--- src/rtl/ram_arbiter.sv ---
// Shares the SDRAM command port between the camera write stream and two read clients (rd0, rd1).
// A grant is registered in IDLE and held in ISSUE until mem_ready. The camera is stalled by cam_busy and readers wait for rdN_ack.
module ram_arbiter #(
    parameter int AW         = 25,
    parameter int DW         = 128,
    parameter int WR_STREAK  = 8,
    parameter int MAX_RD_OUT = 4
) (
    input  logic          clk_133M,
    input  logic          rst_n_133M,
    input  logic          cam_wr_req,
    input  logic [AW-1:0] cam_wr_addr,
    input  logic [DW-1:0] cam_wr_data,
    input  logic [2:0]    cam_last_frm,
    input  logic          cam_frm_done,
    output logic          cam_busy,
    input  logic          rd0_req,
    input  logic [AW-1:0] rd0_addr,
    output logic          rd0_ack,
    output logic          rd0_valid,
    output logic [DW-1:0] rd0_data,
    input  logic          rd1_req,
    input  logic [AW-1:0] rd1_addr,
    output logic          rd1_ack,
    output logic          rd1_valid,
    output logic [DW-1:0] rd1_data,
    output logic          mem_cmd_valid,
    output logic          mem_cmd_we,
    output logic [AW-1:0] mem_addr,
    output logic [DW-1:0] mem_wdata,
    input  logic          mem_ready,
    input  logic          mem_rd_valid,
    input  logic [DW-1:0] mem_rd_data,
    output logic          frame_done,
    output logic [2:0]    last_frame,
    output logic          wr_overflow
);

    localparam int SW = $clog2(WR_STREAK + 1);
    localparam int TW = $clog2(MAX_RD_OUT);

    typedef enum logic {
        S_IDLE,
        S_ISSUE
    } state_t;

    state_t state_q, state_d;

    logic                  hold_vld_q;
    logic [AW-1:0]         hold_addr_q;
    logic [DW-1:0]         hold_data_q;
    logic [2:0]            hold_frm_q;
    logic                  hold_done_q;

    logic                  cmd_we_q;
    logic [AW-1:0]         cmd_addr_q;
    logic [DW-1:0]         cmd_wdata_q;
    logic                  cmd_client_q;

    logic [SW-1:0]         streak_q, streak_d;
    logic                  rr_q, rr_d;

    logic                  wr_overflow_q;
    logic                  frame_done_q;
    logic [2:0]            last_frame_q;
    logic [1:0]            rd_vld_q;
    logic [DW-1:0]         rd_data_q;

    logic [MAX_RD_OUT-1:0] tag_mem_q;
    logic [TW:0]           tag_wr_q;
    logic [TW:0]           tag_rd_q;

    logic                  accept;
    logic                  wr_accept;
    logic                  rd_accept;
    logic                  rd_pend;
    logic                  streak_full;
    logic                  rr_pick;
    logic                  tag_full;
    logic                  tag_empty;
    logic                  tag_push;
    logic                  tag_pop;
    logic                  tag_client;
    logic                  hold_load;

    logic                  grant_vld;
    logic                  grant_we;
    logic                  grant_client;
    logic [AW-1:0]         grant_addr;

    assign accept      = (state_q == S_ISSUE) && mem_ready;
    assign wr_accept   = accept && cmd_we_q;
    assign rd_accept   = accept && !cmd_we_q;
    assign rd_pend     = rd0_req || rd1_req;
    assign streak_full = (streak_q == SW'(WR_STREAK));

    // rr_q names the client to favour; fall back to the other one when it is idle.
    assign rr_pick     = rr_q ? rd1_req : !rd0_req;

    assign tag_full    = ((tag_wr_q ^ tag_rd_q) == {1'b1, {TW{1'b0}}});
    assign tag_empty   = (tag_wr_q == tag_rd_q);
    assign tag_pop     = mem_rd_valid && !tag_empty;
    assign tag_push    = rd_accept && (!tag_full || tag_pop);
    assign tag_client  = tag_mem_q[tag_rd_q[TW-1:0]];

    // The holding register is released by a write accept before the new capture is considered.
    assign hold_load   = cam_wr_req && (!hold_vld_q || wr_accept);

    always_comb begin
        state_d      = state_q;
        grant_vld    = 1'b0;
        grant_we     = 1'b0;
        grant_client = rr_pick;
        grant_addr   = rr_pick ? rd1_addr : rd0_addr;
        case (state_q)
            S_IDLE: begin
                if (rd_pend && streak_full && !tag_full) begin
                    grant_vld = 1'b1;
                end else if (hold_vld_q) begin
                    grant_vld  = 1'b1;
                    grant_we   = 1'b1;
                    grant_addr = hold_addr_q;
                end else if (rd_pend && !tag_full) begin
                    grant_vld = 1'b1;
                end
                if (grant_vld) begin
                    state_d = S_ISSUE;
                end
            end
            S_ISSUE: begin
                if (mem_ready) begin
                    state_d = S_IDLE;
                end
            end
        endcase
    end

    always_comb begin
        streak_d = streak_q;
        rr_d     = rr_q;
        if (rd_accept || !rd_pend) begin
            streak_d = '0;
        end else if (wr_accept && !streak_full) begin
            streak_d = streak_q + 1'b1;
        end
        if (rd_accept) begin
            rr_d = !cmd_client_q;
        end
    end

    always_ff @(posedge clk_133M) begin
        if (!rst_n_133M) begin
            state_q       <= S_IDLE;
            hold_vld_q    <= 1'b0;
            hold_addr_q   <= '0;
            hold_data_q   <= '0;
            hold_frm_q    <= '0;
            hold_done_q   <= 1'b0;
            cmd_we_q      <= 1'b0;
            cmd_addr_q    <= '0;
            cmd_wdata_q   <= '0;
            cmd_client_q  <= 1'b0;
            streak_q      <= '0;
            rr_q          <= 1'b0;
            wr_overflow_q <= 1'b0;
            frame_done_q  <= 1'b0;
            last_frame_q  <= '0;
            rd_vld_q      <= '0;
            rd_data_q     <= '0;
            tag_mem_q     <= '0;
            tag_wr_q      <= '0;
            tag_rd_q      <= '0;
        end else begin
            state_q  <= state_d;
            streak_q <= streak_d;
            rr_q     <= rr_d;

            if (hold_load) begin
                hold_vld_q  <= 1'b1;
                hold_addr_q <= cam_wr_addr;
                hold_data_q <= cam_wr_data;
                hold_frm_q  <= cam_last_frm;
                hold_done_q <= cam_frm_done;
            end else if (wr_accept) begin
                hold_vld_q <= 1'b0;
            end

            if (cam_wr_req && hold_vld_q && !wr_accept) begin
                wr_overflow_q <= 1'b1;
            end

            frame_done_q <= wr_accept && hold_done_q;
            if (wr_accept && hold_done_q) begin
                last_frame_q <= hold_frm_q;
            end

            if (grant_vld) begin
                cmd_we_q     <= grant_we;
                cmd_addr_q   <= grant_addr;
                cmd_wdata_q  <= hold_data_q;
                cmd_client_q <= grant_client;
            end

            if (tag_push) begin
                tag_mem_q[tag_wr_q[TW-1:0]] <= cmd_client_q;
                tag_wr_q                    <= tag_wr_q + 1'b1;
            end
            if (tag_pop) begin
                tag_rd_q  <= tag_rd_q + 1'b1;
                rd_data_q <= mem_rd_data;
            end
            rd_vld_q <= {tag_pop && tag_client, tag_pop && !tag_client};
        end
    end

    assign cam_busy      = hold_vld_q;
    assign wr_overflow   = wr_overflow_q;
    assign frame_done    = frame_done_q;
    assign last_frame    = last_frame_q;

    assign mem_cmd_valid = (state_q == S_ISSUE);
    assign mem_cmd_we    = cmd_we_q;
    assign mem_addr      = cmd_addr_q;
    assign mem_wdata     = cmd_wdata_q;

    assign rd0_ack       = rd_accept && !cmd_client_q;
    assign rd1_ack       = rd_accept && cmd_client_q;
    assign rd0_valid     = rd_vld_q[0];
    assign rd1_valid     = rd_vld_q[1];
    assign rd0_data      = rd_data_q;
    assign rd1_data      = rd_data_q;

endmodule

--- config.mk ---
export PLATFORM = sky130hd
export DESIGN_NAME = ram_arbiter
export DESIGN_NICKNAME = d
export VERILOG_FILES = /design/src/rtl/ram_arbiter.sv
export SDC_FILE = /design/constraint.sdc
export NUM_CORES = 1
export LEC_CHECK = 0
export CELL_PAD_IN_SITES_DETAIL_PLACEMENT = 0
export CELL_PAD_IN_SITES_GLOBAL_PLACEMENT = 1
export CORE_AREA = 2 2 300 302
export CTS_CLUSTER_DIAMETER = 200
export CTS_CLUSTER_SIZE = 28
export DETAILED_ROUTE_END_ITERATION = 10
export DIE_AREA = 0 0 302 304
export PLACE_DENSITY_LB_ADDON = 0.1
export SYNTH_ARGS = -nofsm -noshare
export SYNTH_HDL_FRONTEND = slang
export SYNTH_SLANG_ARGS = --single-unit
--- constraint.sdc ---
create_clock -name clk_133M -period 2.25 [get_ports clk_133M]
set_input_delay 0.3375 -clock clk_133M [delete_from_list [all_inputs] [get_ports clk_133M]]
set_output_delay 0.3375 -clock clk_133M [all_outputs]
set_load 0.01 [all_outputs]
* After elaboration in Yosys (flattened, before gate mapping)
Index checks and enable logic that the tools add are counted.
** Cells by class
- Add/subtract/negate cells :: 3
- $mul :: 0
- Divide/modulo/power cells :: 0
- $lt $le $gt $ge :: 3
- Eq/ne operators :: 3
- Shift-type cells :: 0
- Mux-type cells :: 23
- Bitwise gates (word level) :: 3
- Reductions and logical operators :: 34
** Operators by type and width (number)
- 25-bit two-way mux :: 4
- 1-bit logical AND :: 18
- 1-bit two-way mux :: 15
- 1-bit zero test :: 10
- 3-bit by 1-bit adder with 3-bit output, second input constant :: 2
- 2-bit by 3-bit < comparator with 1-bit output, second input constant :: 2
- 4-bit by 1-bit adder with 4-bit output, second input constant :: 1
- 4-bit bitwise mux :: 1
- 4-bit equality test, second input constant :: 1
- 1-bit logical OR :: 4
- 3-bit equality test :: 1
- 3-bit equality test, second input constant :: 1
- 3-bit bitwise XOR :: 1
- 1-bit binary-select mux with 2-bit select :: 1
- 1-bit demux with 2-bit select :: 1
- 2-bit by 1-bit greater-or-equal comparator with 1-bit output, second input constant :: 1
- 1-bit inverter :: 2
- 1-bit case mux with 2 select lines :: 1
- 2-bit nonzero test :: 1
- 2-bit OR reduction :: 1
** Word-level totals
- Register bits :: 464
- Latch bits :: 0
- Memory bits (writable) :: 0
- Memory bits (read-only) :: 0
- Input bits :: 342
- Output and inout bits :: 421
- Word-level logic and storage cells :: 89
- Memories kept :: 0

* Depth between registers and ports, before layout
Gate-level depths: netlist (run 1).
- Depth after elaboration :: 10
- Depth in mapped cells :: 9
- Gate-level depth less buffers :: 7

* Least setup slack after synthesis (run 1)
OpenSTA, ideal clock, no wires.
- Path type :: register -> register
- Start point :: register state_q, in the netlist mem_cmd_valid
- End point :: register hold_data_q[61]
- Library setup time :: 0.070 ns
- Arrival time :: 1.674 ns
- Required time :: 2.180 ns
- Setup slack :: 0.505 ns
- Stages on the path, launching flop included :: 10
- Path buffers :: 4
- Period minus slack after synthesis :: 1.745 ns
- Cell sequence :: dfxtp_1 buf_2 nand3_1 nand2_1 and2_1 clkbuf_1 buf_2 buf_1 nand2_1 a21oi_1
** On the way
- Cells in the longest elaborated chain, start to end :: 4
** Ends and longest elaborated chain
- start, declared :: line 47 : state_t state_q, state_d;
- start signal, assigned :: line 174 : state_q <= state_d;
- 1-bit logical AND :: line 91 : assign accept = (state_q == S_ISSUE) && mem_ready;
- 1-bit logical AND :: line 92 : assign wr_accept = accept && cmd_we_q;
- 1-bit logical OR :: line 107 : assign hold_load = cam_wr_req && (!hold_vld_q || wr_accept);
- 1-bit logical AND :: line 107
- end signal, assigned :: line 181 : hold_data_q <= cam_wr_data;
- end, declared :: line 51 : logic [DW-1:0] hold_data_q;
Every way passes these cells.
A chain may end at the register's enable or synchronous reset.

* Final worst setup path (run 1)
- Start point :: register cmd_we_q, in the netlist mem_cmd_we
- End point :: register tag_wr_q[1]
** On the way
- Cells in the longest elaborated chain, start to end :: 3
** Ends and longest elaborated chain
- start, declared :: line 55 : logic cmd_we_q;
- start signal, assigned :: line 198 : cmd_we_q <= grant_we;
- 1-bit zero test :: line 93 : assign rd_accept = accept && !cmd_we_q;
- 1-bit logical AND :: line 93
- 1-bit logical AND :: line 103 : assign tag_push = rd_accept && (!tag_full || tag_pop);
- end signal, assigned :: line 206 : tag_wr_q <= tag_wr_q + 1'b1;
- end, declared :: line 70 : logic [TW:0] tag_wr_q;
Every way passes these cells.

==> results of run 1 <==
[worst paths after layout]
kind              endpoint  slack (ns)  cells after the start
max reg2reg    tag_wr_q[1]        0.10                     12
min          rd0_data[126]        0.27                      3
min reg2reg  mem_wdata[84]        0.45                      2
max            tag_wr_q[1]        0.10                     12
[cells in the mapped netlist (5+ instances only)]
library cell and number:
nand2_1 892, dfxtp_1 464, a21oi_1 422, buf_4 128, clkbuf_1 86, buf_2 60, and3_1 26, o2bb2ai_1 25
nor2_1 22, o21ai_0 22, inv_1 9, ha_1 7, nand3_1 6, xnor2_1 6, xor2_1 6, buf_1 5
mux2i_1 5, o21ai_1 5
[power by group]
part,leakage [uW],internal (uW),switching [uW]
combinational,0.00515,2170,2030
sequential,0.00378,8740,382
clock,0.000266,1700,2850
[through the flow]
step | utilization (%) | TNS, ns | instances
CTS | 29.86 | 0 | 3972
detailed placement | 29.19 | 0 | 3943
finish | 29.91 | 0 | 3985
global placement | 29.19 | 0 | 3943
global route | 29.90 | -0.003259 | 3980
floorplan | - | 0 | 2218
[final cells by class]
type	instances	area (um^2)
sequential	464	9295
multi-input combinational	1465	6608
fill	9548	62410
inverter	9	41.29
timing repair buffer	836	8647
antenna	13	32.53
clock inverter	1	16.27
tap	1176	1471
clock buffer	21	525.5
[cells by family after synthesis]
| kind of cell | Yosys count |
|---|---|
| AND/OR/NAND/NOR | 954 |
| AO/OA/AOI/OAI | 484 |
| multiplexers | 7 |
| flip-flops | 464 |
| adder cells (fa/ha/maj) | 7 |
| XOR/XNOR | 13 |
| buffers and inverters | 289 |
[cell usage in the layout, fill, tap and decap left out, types with 4 or more instances in the layout]
master           instances
o2bb2ai_1               25
buf_4                   37
xor2_1                   6
buf_12                  37
dfxtp_1                461
o21ai_0                 22
a21oi_1                422
ha_1                     7
xnor2_1                  6
nor2_1                  21
mux2i_1                  4
nand2_1                891
clkbuf_16               21
nand3_1                  6
and3_1                  26
o21ai_1                  5
inv_1                    8
diode_2                 13
clkdlybuf4s50_1        760
[layer usage]
layer / GRT usage, % / vias to the layer above
met5: 0 / -
met4: 4.766 / 24
met3: 5.669 / 94
met2: 29.73 / 430
met1: 16.84 / 7754
li1: - / 8154
[critical path: cells and delay by family, from the launching register on]
kind	cells	cell delay, ns
buf+inv	7	0.98
flops	1	0.40
compound gates	2	0.35
simple gates	3	0.30
[sequential cells by signal, summed over array words and instances, names as in the netlist, 2 cells and up]
name,count
mem_addr,25
rd0_data,128
rd_vld_q,2
last_frame,3
mem_wdata,128
tag_mem_q,4
streak_q,4
tag_rd_q,3
hold_data_q,128
hold_frm_q,3
hold_addr_q,25
tag_wr_q,3
[what timing repair did]
| item | 4_1_cts | 5_1_grt |
|---|---|---|
| setup endpoints to repair | 2 | 5 |
| gates resized for setup | 6 | 2 |
| hold buffers | 0 | 0 |
| buffers inserted | 7 | 0 |
| pin swaps | 0 | 0 |
==> key figures, run 1 <==
Synthesis
  • Syn_area_per_cell: 7.878 um^2
  • FFs w/ async S/R, synth: 0%
  • Mux contribution to synthesized area: less than 1%
  • Distinct cells, synth: 37
  • Post-Syn Nets: 2567
  • Number of synthesis warnings: 0
  • Largest family of logic cells by synthesized area: simple AND/OR/NAND/NOR gates
  • Area of the mapped netlist: 17470 um^2
  • Post-Synth Simple-Gate Area: 21.03%
  • Register bit count reported by yosys: 464
  • Post-synthesis sequential area ratio: 53.16%
  • Top cells by area, synth: dfxtp_1 (53%), nand2_1 (19%), a21oi_1 (12%)
  • Dominant cell type by area after synthesis: dfxtp_1
  • Ys flop type: dfxtp_1
  • Yosys top cell area share: 53.16%
  • Post-synth EDFFs: 0
  • Adder-cell area share of the yosys netlist: 0.5013%
  • Synth Area in Compound Gates: about 15%
  • Xor-xnor portion of the synthesized cell area: 0.6946%
  • Post-synthesis instance total: 2218

Routing
  • Average wire per standard cell: a little under 20 um
  • Drt via density: 4.129
  • Post-route ant nets: 0
  • Detailed Route Iter0 Violations: about 570
  • Met1 Wirelength: 28.77 mm
  • Total wire length: 77.27 mm
  • Top Layer Used: met5
  • # DRC: 0
  • Routed length on met2: 39.84 mm
  • Vias: 16456
  • Wire length on met3: ~6.4 mm
  • Drt pass-1 iters: 5

CTS
  • Root Driver: clkbuf_16
  • Max clock buf depth: 3
  • CTS tree: built
  • Clock sinks: 464
  • # H-tree levels: 1
  • Worst-path clk slew: 0.13 ns
  • CTS Buf Count: 20
  • Worst-Skew Late Latency: 0.60 ns

Timing
  • Hold_ws: 0.2731 ns
  • Final Cycle Share: between 90% and 100%
  • Hold Violations, Final: 0
  • Tmin final: between 2 and 2.5 ns
  • Clk_skew: 0.05333 ns
  • Final setup viols: 0
  • Max-slew violations: 0
  • Peak Freq: 465.3 MHz
  • Slew HR: about three fifths
  • Worst setup slack after layout: a little over 0.1 ns
  • Slew @ Worst Pin: 0.6184 ns

Global route
  • Largest net degree at the start of global routing: 96
  • Initial antenna violation count: 25
  • Grt ovf: 0
  • Number of global-route vias before repair: 16375
  • First-pass GRT wire length: 111.8 mm
  • Total GRT Usage: 16.06%

Setup path
  • Most frequent CP cell: buf_4
  • Crit-path cells: nand3b_1, buf_4, buf_4, buf_4, buf_4, buf_4, buf_4, a41oi_4, buf_4, nor2_1, a21oi_1, nor2_1
  • CP Capture Type: register
  • R2r startpoint: mem_cmd_we
  • CP required: 2.71 ns
  • Worst Path Class, Setup: register to register
  • CP startpoint: mem_cmd_we
  • CP arrival: 2.61 ns
  • CP max stage delay: 0.40 ns
  • Critical path's slowest cell: dfxtp_4
  • Startpoint types: register
  • Critical-path maximum fanout: 7

Layout
  • Area Growth Syn to Fin: 52.45%
  • Final instance area: 26640 um^2
  • Nets: 3145
  • Layout cell share with drive strength beyond 1: 4.113%

Placement
  • Final HPWL DP: 58.45 mm
  • Placed instance area: ~26000 um^2
  • I/O Buffers: 762
  • Global placer's final weighted congestion: about 0.8
  • Dpl ws: 0.04933 ns

Floorplan
  • Die area: 91810 um^2
  • # rows: 110
  • Die X-Extent: 302 um
  • Core Box Area: 89050 um^2
  • Io pins: 763
  • Die Ht: 304 um
  • Starting Density: 19.62%

Min path
  • Worst Hold Class: input pin to register
  • Hold Crit Start: mem_rd_data[126]

Job
  • Number of max-cap violations: 0

Pwr
  • Max IR drop VDD: about 430 uV
  • PD cells: around 670 nW/um^2
  • Static Leak: 0.009200 uW
  • Tot Pwr: between 15000 and 20000 uW

Status
  • Status: complete, no violations
Power figures use the tool's default switching activity.
==> run 2, diff against run 1 <==
--- a/config.mk
+++ b/config.mk
@@ -5,6 +5,7 @@
 export SDC_FILE = /design/constraint.sdc
 export NUM_CORES = 1
 export LEC_CHECK = 0
+export ABC_CLOCK_PERIOD_IN_PS = 2250
 export CELL_PAD_IN_SITES_DETAIL_PLACEMENT = 0
 export CELL_PAD_IN_SITES_GLOBAL_PLACEMENT = 1
 export CORE_AREA = 2 2 300 302
==> results of run 2 <==
The final DEF is identical to that of run 1; final timing and power are the same.
==> RTL change 1 (config.mk and constraints of run 1) <==
Change the parameter `DW` from 128 to 124.
--- a/src/rtl/ram_arbiter.sv
+++ b/src/rtl/ram_arbiter.sv
@@ -4,3 +4,3 @@
     parameter int AW         = 25,
-    parameter int DW         = 128,
+    parameter int DW         = 124,
     parameter int WR_STREAK  = 8,
Interface: changed (5 resized); port bits go from 763 to 743. The function was not compared with the original's and may differ.
==> RTL change 1 against run 1 <==
Synthesized cell count down 2.6%. Total power shrank 2.1%. Cell area down 2.5%. Register-to-register slack better by 0.11 ns. Via count is 2.1% lower. Die area unchanged. Sequential cell count is 12 lower. Final cell count fell by 1.7%. Core utilization is 0.74 points lower. Setup slack improved by 0.022 ns. Synthesized area fell by 2.6%. Wire length fell by 0.93%. Sequential share of layout area decreased by 0.065 points. Highest routed layer unchanged.
==> RTL change 1: results (changes against run 1) <==
Outcome
  – Status: finished, final reports clean (unchanged)

Clocking
  – Max clock buf depth: 3 (unchanged)
  – Cts repair resizes: 8 (was 6)
  – Clk_lat worst skew: 0.59 ns
  – Post-CTS setup buffers: 1 (was 7)
  – Clk slew on worst S/H paths: 0.13 ns (about the same)
  – Root Driver: clkbuf_16 (unchanged)

Final layout
  – Fraction of standard cell area in multi-input logic: 24.9% (was 24.8%)
  – Share of cells above drive strength 1: 4.14% (was 4.11%)
  – Buffers, non-clock: 815 (was 836)
  – Ant diodes: 14 (was 13)
  – Nets@finish: 3068 (was 3145)
  – # fillers: 9556 (was 9548)
  – Signal buf overhead: 32.2% (was 32.5%)
  – Storage element area: 9050 µm² (was 9300 µm²)
  – P&R area growth vs syn: 52.7% (was 52.4%)
  – Clk tree area frac: 2.14% (was 2.03%)
  – Multi-input gates: 1429 (was 1465)
  – Clock buf count: 21 (unchanged)

Place
  – Placed Instances: 3880 (was 3943)
  – Buffers on Ports: 742 (was 762)
  – Final GP Congestion: 0.799 (was 0.783)
  – Post-detailed-placement half-perimeter wirelength: 57000 µm (was 58400 µm)
  – Post-place instance area: 25400 µm² (was 26000 µm²)

Setup path
  – R2R setup slack: 0.21 ns (was 0.10 ns)
  – CP endpoint: rd0_ack (was tag_wr_q[1])
  – Reg2reg path depth: 7 (was 12)
  – Crit path from: mem_cmd_we (unchanged)
  – FF-to-FF End: mem_wdata[45] (was tag_wr_q[1])
  – Slowest-stage cell, CP: dfxtp_1 (was dfxtp_4)
  – Largest delay contributor family on the critical path: buffers and inverters (unchanged)
  – Worst Path Arrival: 1.79 ns (was 2.61 ns)
  – Worst reg2reg path startpoint: tag_rd_q[2] (was mem_cmd_we)
  – Crit path max fanout: 4 (was 7)

Synth
  – Synth cell count leaders: nand2_1, dfxtp_1, a21oi_1 (unchanged)
  – Seq/Total Area, Yosys: 53.2% (about the same)
  – Asr flop ratio synth: 0% (unchanged)
  – Syn Inst Count: 2160 (was 2218)
  – Count of cell types in the netlist: 38 (was 37)
  – XOR/XNOR Fraction of Synth Area: 0.713% (was 0.695%)
  – Flops & latches, synth: 452 (was 464)
  – Mux cell area share after synthesis: 0.493% (was 0.480%)
  – Cell area after synthesis: 17000 µm² (was 17500 µm²)
  – Post-synthesis adder-cell area fraction: 0.515% (was 0.501%)
  – Syn nets: 2501 (was 2567)
  – Compound-Gate Fraction of Synth Area: 14.8% (was 14.7%)
  – Cells taking the most area after synthesis: dfxtp_1, nand2_1, a21oi_1 (unchanged)

Routing
  – Via count: 16100 (was 16500)
  – Total routed wirelength: 76600 µm (was 77300 µm)
  – Drt initial violations: 664 (was 573)
  – DR vias/cell: 4.11 (was 4.13)

Power and ir drop
  – VDD IR max: 0.000461 V (was 0.000429 V)
  – Leak Pwr: 8.97 nW (was 9.20 nW)

Global routing
  – Largest net degree at the start of global routing: 109 (was 96)
  – Initial antenna violation count: 25 (unchanged)
  – Total track usage: 16.0% (was 16.1%)
  – First-pass GRT wire length: 110000 µm (was 112000 µm)

STA
  – Worst Skew: 0.0393 ns (was 0.0533 ns)
  – Slew margin rel.: 53.1% (was 58.8%)
[RTL change 1: changes by cell type after synthesis, moves of 7 or more]
cell      delta
a21oi_1     -12
buf_2       -32
clkbuf_1    +22
dfxtp_1     -12
nand2_1     -24
o21ai_0      -7
o21ai_1      +7
[RTL change 1: worst min path at each step]
stage               cells after the start  slack (ns)               to        startpoint
global placement                        2        0.44   mem_wdata[122]  hold_data_q[122]
floorplan                               2        0.43     mem_wdata[0]    hold_data_q[0]
global route                            3        0.25  hold_data_q[78]   cam_wr_data[78]
CTS                                     3        0.23     rd0_data[69]   mem_rd_data[69]
detailed placement                      2        0.44    mem_wdata[39]   hold_data_q[39]
finish                                  3        0.28     rd0_data[81]   mem_rd_data[81]
[RTL change 1: per-stage QoR]
| stage | setup WS [ns] | setup TNS [ns] |
|---|---|---|
| finish | 0.123 | 0 |
| global route | 0.00638 | 0 |
| CTS | 0.0190 | 0 |
| detailed placement | -0.322 | -10.52 |
| global placement | -0.282 | -7.22 |
| floorplan | 0.404 | 0 |
[RTL change 1: where the power goes]
part | switching (mW) | leakage (nW) | internal [mW]
Sequential | 0.397 | 3.68 | 8.51
Clock | 2.83 | 0.270 | 1.71
Combinational | 1.97 | 5.02 | 2.08
Total | 5.19 | 8.97 | 12.3
[RTL change 1: logic make-up (layout without fill, tap and decap cells)]
family | count (synthesis) | after routing
AND/OR/NAND/NOR | 930 | 930
adder cells (fa/ha/maj) | 7 | 7
multiplexers | 7 | 7
XOR/XNOR | 13 | 13
flip-flops | 452 | 452
other | 0 | 14
buffers and inverters | 279 | 846
AO/OA/AOI/OAI | 472 | 472
[RTL change 1: per-layer routing]
layer	part of all wire [%]	up-vias	track usage [%]
li1	-	7955	-
met4	3.2	18	5.92
met2	52	424	29.7
met1	38	7624	17.0
met5	0.15	-	0
met3	6.3	91	4.31
==> RTL change 2 (flow settings as in run 1) <==
Made on the original files. Make the reset (`rst_n_133M`) asynchronous in one clocked block.
--- a/src/rtl/ram_arbiter.sv
+++ b/src/rtl/ram_arbiter.sv
@@ -150,3 +150,3 @@
 
-    always_ff @(posedge clk_133M) begin
+    always_ff @(posedge clk_133M or negedge rst_n_133M) begin
         if (!rst_n_133M) begin
Function: differs if rst_n_133M is asserted again (counterexample within 4 cycles, from zero or initial values and one cycle with rst_n_133M low); with rst_n_133M held inactive, the same outputs for 4 cycles.
==> RTL change 2 against run 1 <==
Synthesized area grew 10%. Setup slack better by 0.013 ns. Wire length decreased by 4.1%. Non-clock buffer count rose by 1. Cell area grew 7.0%. Final cell count is 14% lower. Sequential cell count did not move. Count of clock-buffer cells in the layout stayed put. Critical endpoint is now rd0_data[47]. Largest cell class unchanged.
Power is not compared: it rests on default switching activity, and its combinational part moved more than twofold at a synthesized area within 25%.
==> RTL change 2: results (changes against run 1) <==
Global routing
  – First-pass GRT wire length: 107000 µm (was 112000 µm)
  – GRT met2 Usage: 29.9% (was 29.7%)
  – GR Util met3: 4.06% (was 5.67%)
  – Largest net degree at the start of global routing: 72 (was 96)
  – Initial antenna violation count: 14 (was 25)

Setup path
  – Reg2reg path depth: 5 (was 12)
  – CP endpoint: rd0_data[47] (was tag_wr_q[1])
  – Worst reg2reg path startpoint: tag_wr_q[1] (was mem_cmd_we)
  – Crit path from: tag_wr_q[1] (was mem_cmd_we)
  – Largest delay contributor family on the critical path: compound AO/OA/AOI/OAI gates (was buffers and inverters)
  – Max stage delay on crit path: 0.48 ns (was 0.40 ns)
  – Crit path max fanout: 29 (was 7)
  – Worst Path Arrival: 2.60 ns (was 2.61 ns)

Place
  – Post-place instance area: 27900 µm² (was 26000 µm²)
  – Final GP Congestion: 0.813 (was 0.783)
  – Post-detailed-placement half-perimeter wirelength: 57800 µm (was 58400 µm)

Final layout
  – Fraction of standard cell area in multi-input logic: 21.9% (was 24.8%)
  – Storage element area: 11600 µm² (was 9300 µm²)
  – # fillers: 8946 (was 9548)
  – Clk tree area frac: 1.90% (was 2.03%)
  – Ant diodes: 5 (was 13)
  – Area of the multi-input gates: 6250 µm² (was 6610 µm²)
  – Nets@finish: 2586 (was 3145)
  – Multi-input gates: 906 (was 1465)
  – Buffers, non-clock: 837 (was 836)
  – Signal buf overhead: 30.1% (was 32.5%)
  – Inverters: 8 (was 9)

Synth
  – XOR/XNOR Fraction of Synth Area: 0.357% (was 0.695%)
  – Synth cell count leaders: nand2_1, dfrtp_1, mux2_2 (was nand2_1, dfxtp_1, a21oi_1)
  – Mux cell area share after synthesis: 18.5% (was 0.480%)
  – Count of cell types in the netlist: 38 (was 37)
  – Cells taking the most area after synthesis: dfrtp_1, mux2_2, nand2_1 (was dfxtp_1, nand2_1, a21oi_1)
  – Compound-Gate Fraction of Synth Area: 2.09% (was 14.7%)
  – Syn nets: 1931 (was 2567)
  – Seq/Total Area, Yosys: 60.2% (was 53.2%)

STA
  – Worst Skew: 0.0186 ns (was 0.0533 ns)

Routing
  – Wire per inst: 21.7 µm (was 19.4 µm)
  – Drt initial violations: 594 (was 573)

Outcome
  – Status: finished, final reports clean (unchanged)

Hold path
  – Hold Crit Class: in2async (was in2reg)

Clocking
  – Clk_lat worst skew: 0.58 ns (was 0.60 ns)
RTL change 2: cell types whose count changed in the layout (fill, tap and decap cells not counted), moves of 25 or more:
| cell | before | now |
|---|---|---|
| o2bb2ai_1 | 25 | 0 |
| dfrtp_1 | 0 | 461 |
| mux2_4 | 0 | 66 |
| nand2_1 | 891 | 477 |
| a21oi_1 | 422 | 3 |
| mux2_2 | 1 | 225 |
| dfxtp_1 | 461 | 0 |
RTL change 2: logic make-up (layout without fill, tap and decap cells):
group | count (synthesis) | count (layout)
muxes | 293 | 293
adders and majority gates | 7 | 7
AOI/OAI and AO/OA | 68 | 68
and+or+nand+nor | 531 | 531
xor gates and xnor gates | 7 | 7
other | 0 | 5
buffers and inverters | 212 | 867
DFF | 464 | 464
RTL change 2: repair_timing:
| action | CTS | global route |
|---|---|---|
| buffers inserted | 2 | 0 |
| resized for setup | 8 | 1 |
| endpoints found under the setup margin | 30 | 1 |
| endpoints found under the hold margin | 26 | 0 |
| hold buffers | 1 | 0 |
RTL change 2: layer usage:
| metal | wire length (µm) | up-vias |
|---|---|---|
| met5 | 92 | - |
| li1 | - | 6322 |
| met1 | 27900 | 6979 |
| met4 | 1430 | 14 |
| met2 | 40100 | 385 |
| met3 | 4650 | 55 |
RTL change 2: through the flow:
stage,setup WS [ns],instances
after detailed placement,-0.182,3388
after floorplan,0.348,1582
final,0.114,3418
after CTS,0.0657,3413
after global routing,0.00180,3416
after global placement,-0.141,3388
RTL change 2: power breakdown:
group | internal [mW] | total [mW] | switching, mW
combinational | 10.9 | 18.7 | 7.86
sequential | 12.4 | 15.3 | 2.92
clock | 1.70 | 4.54 | 2.83
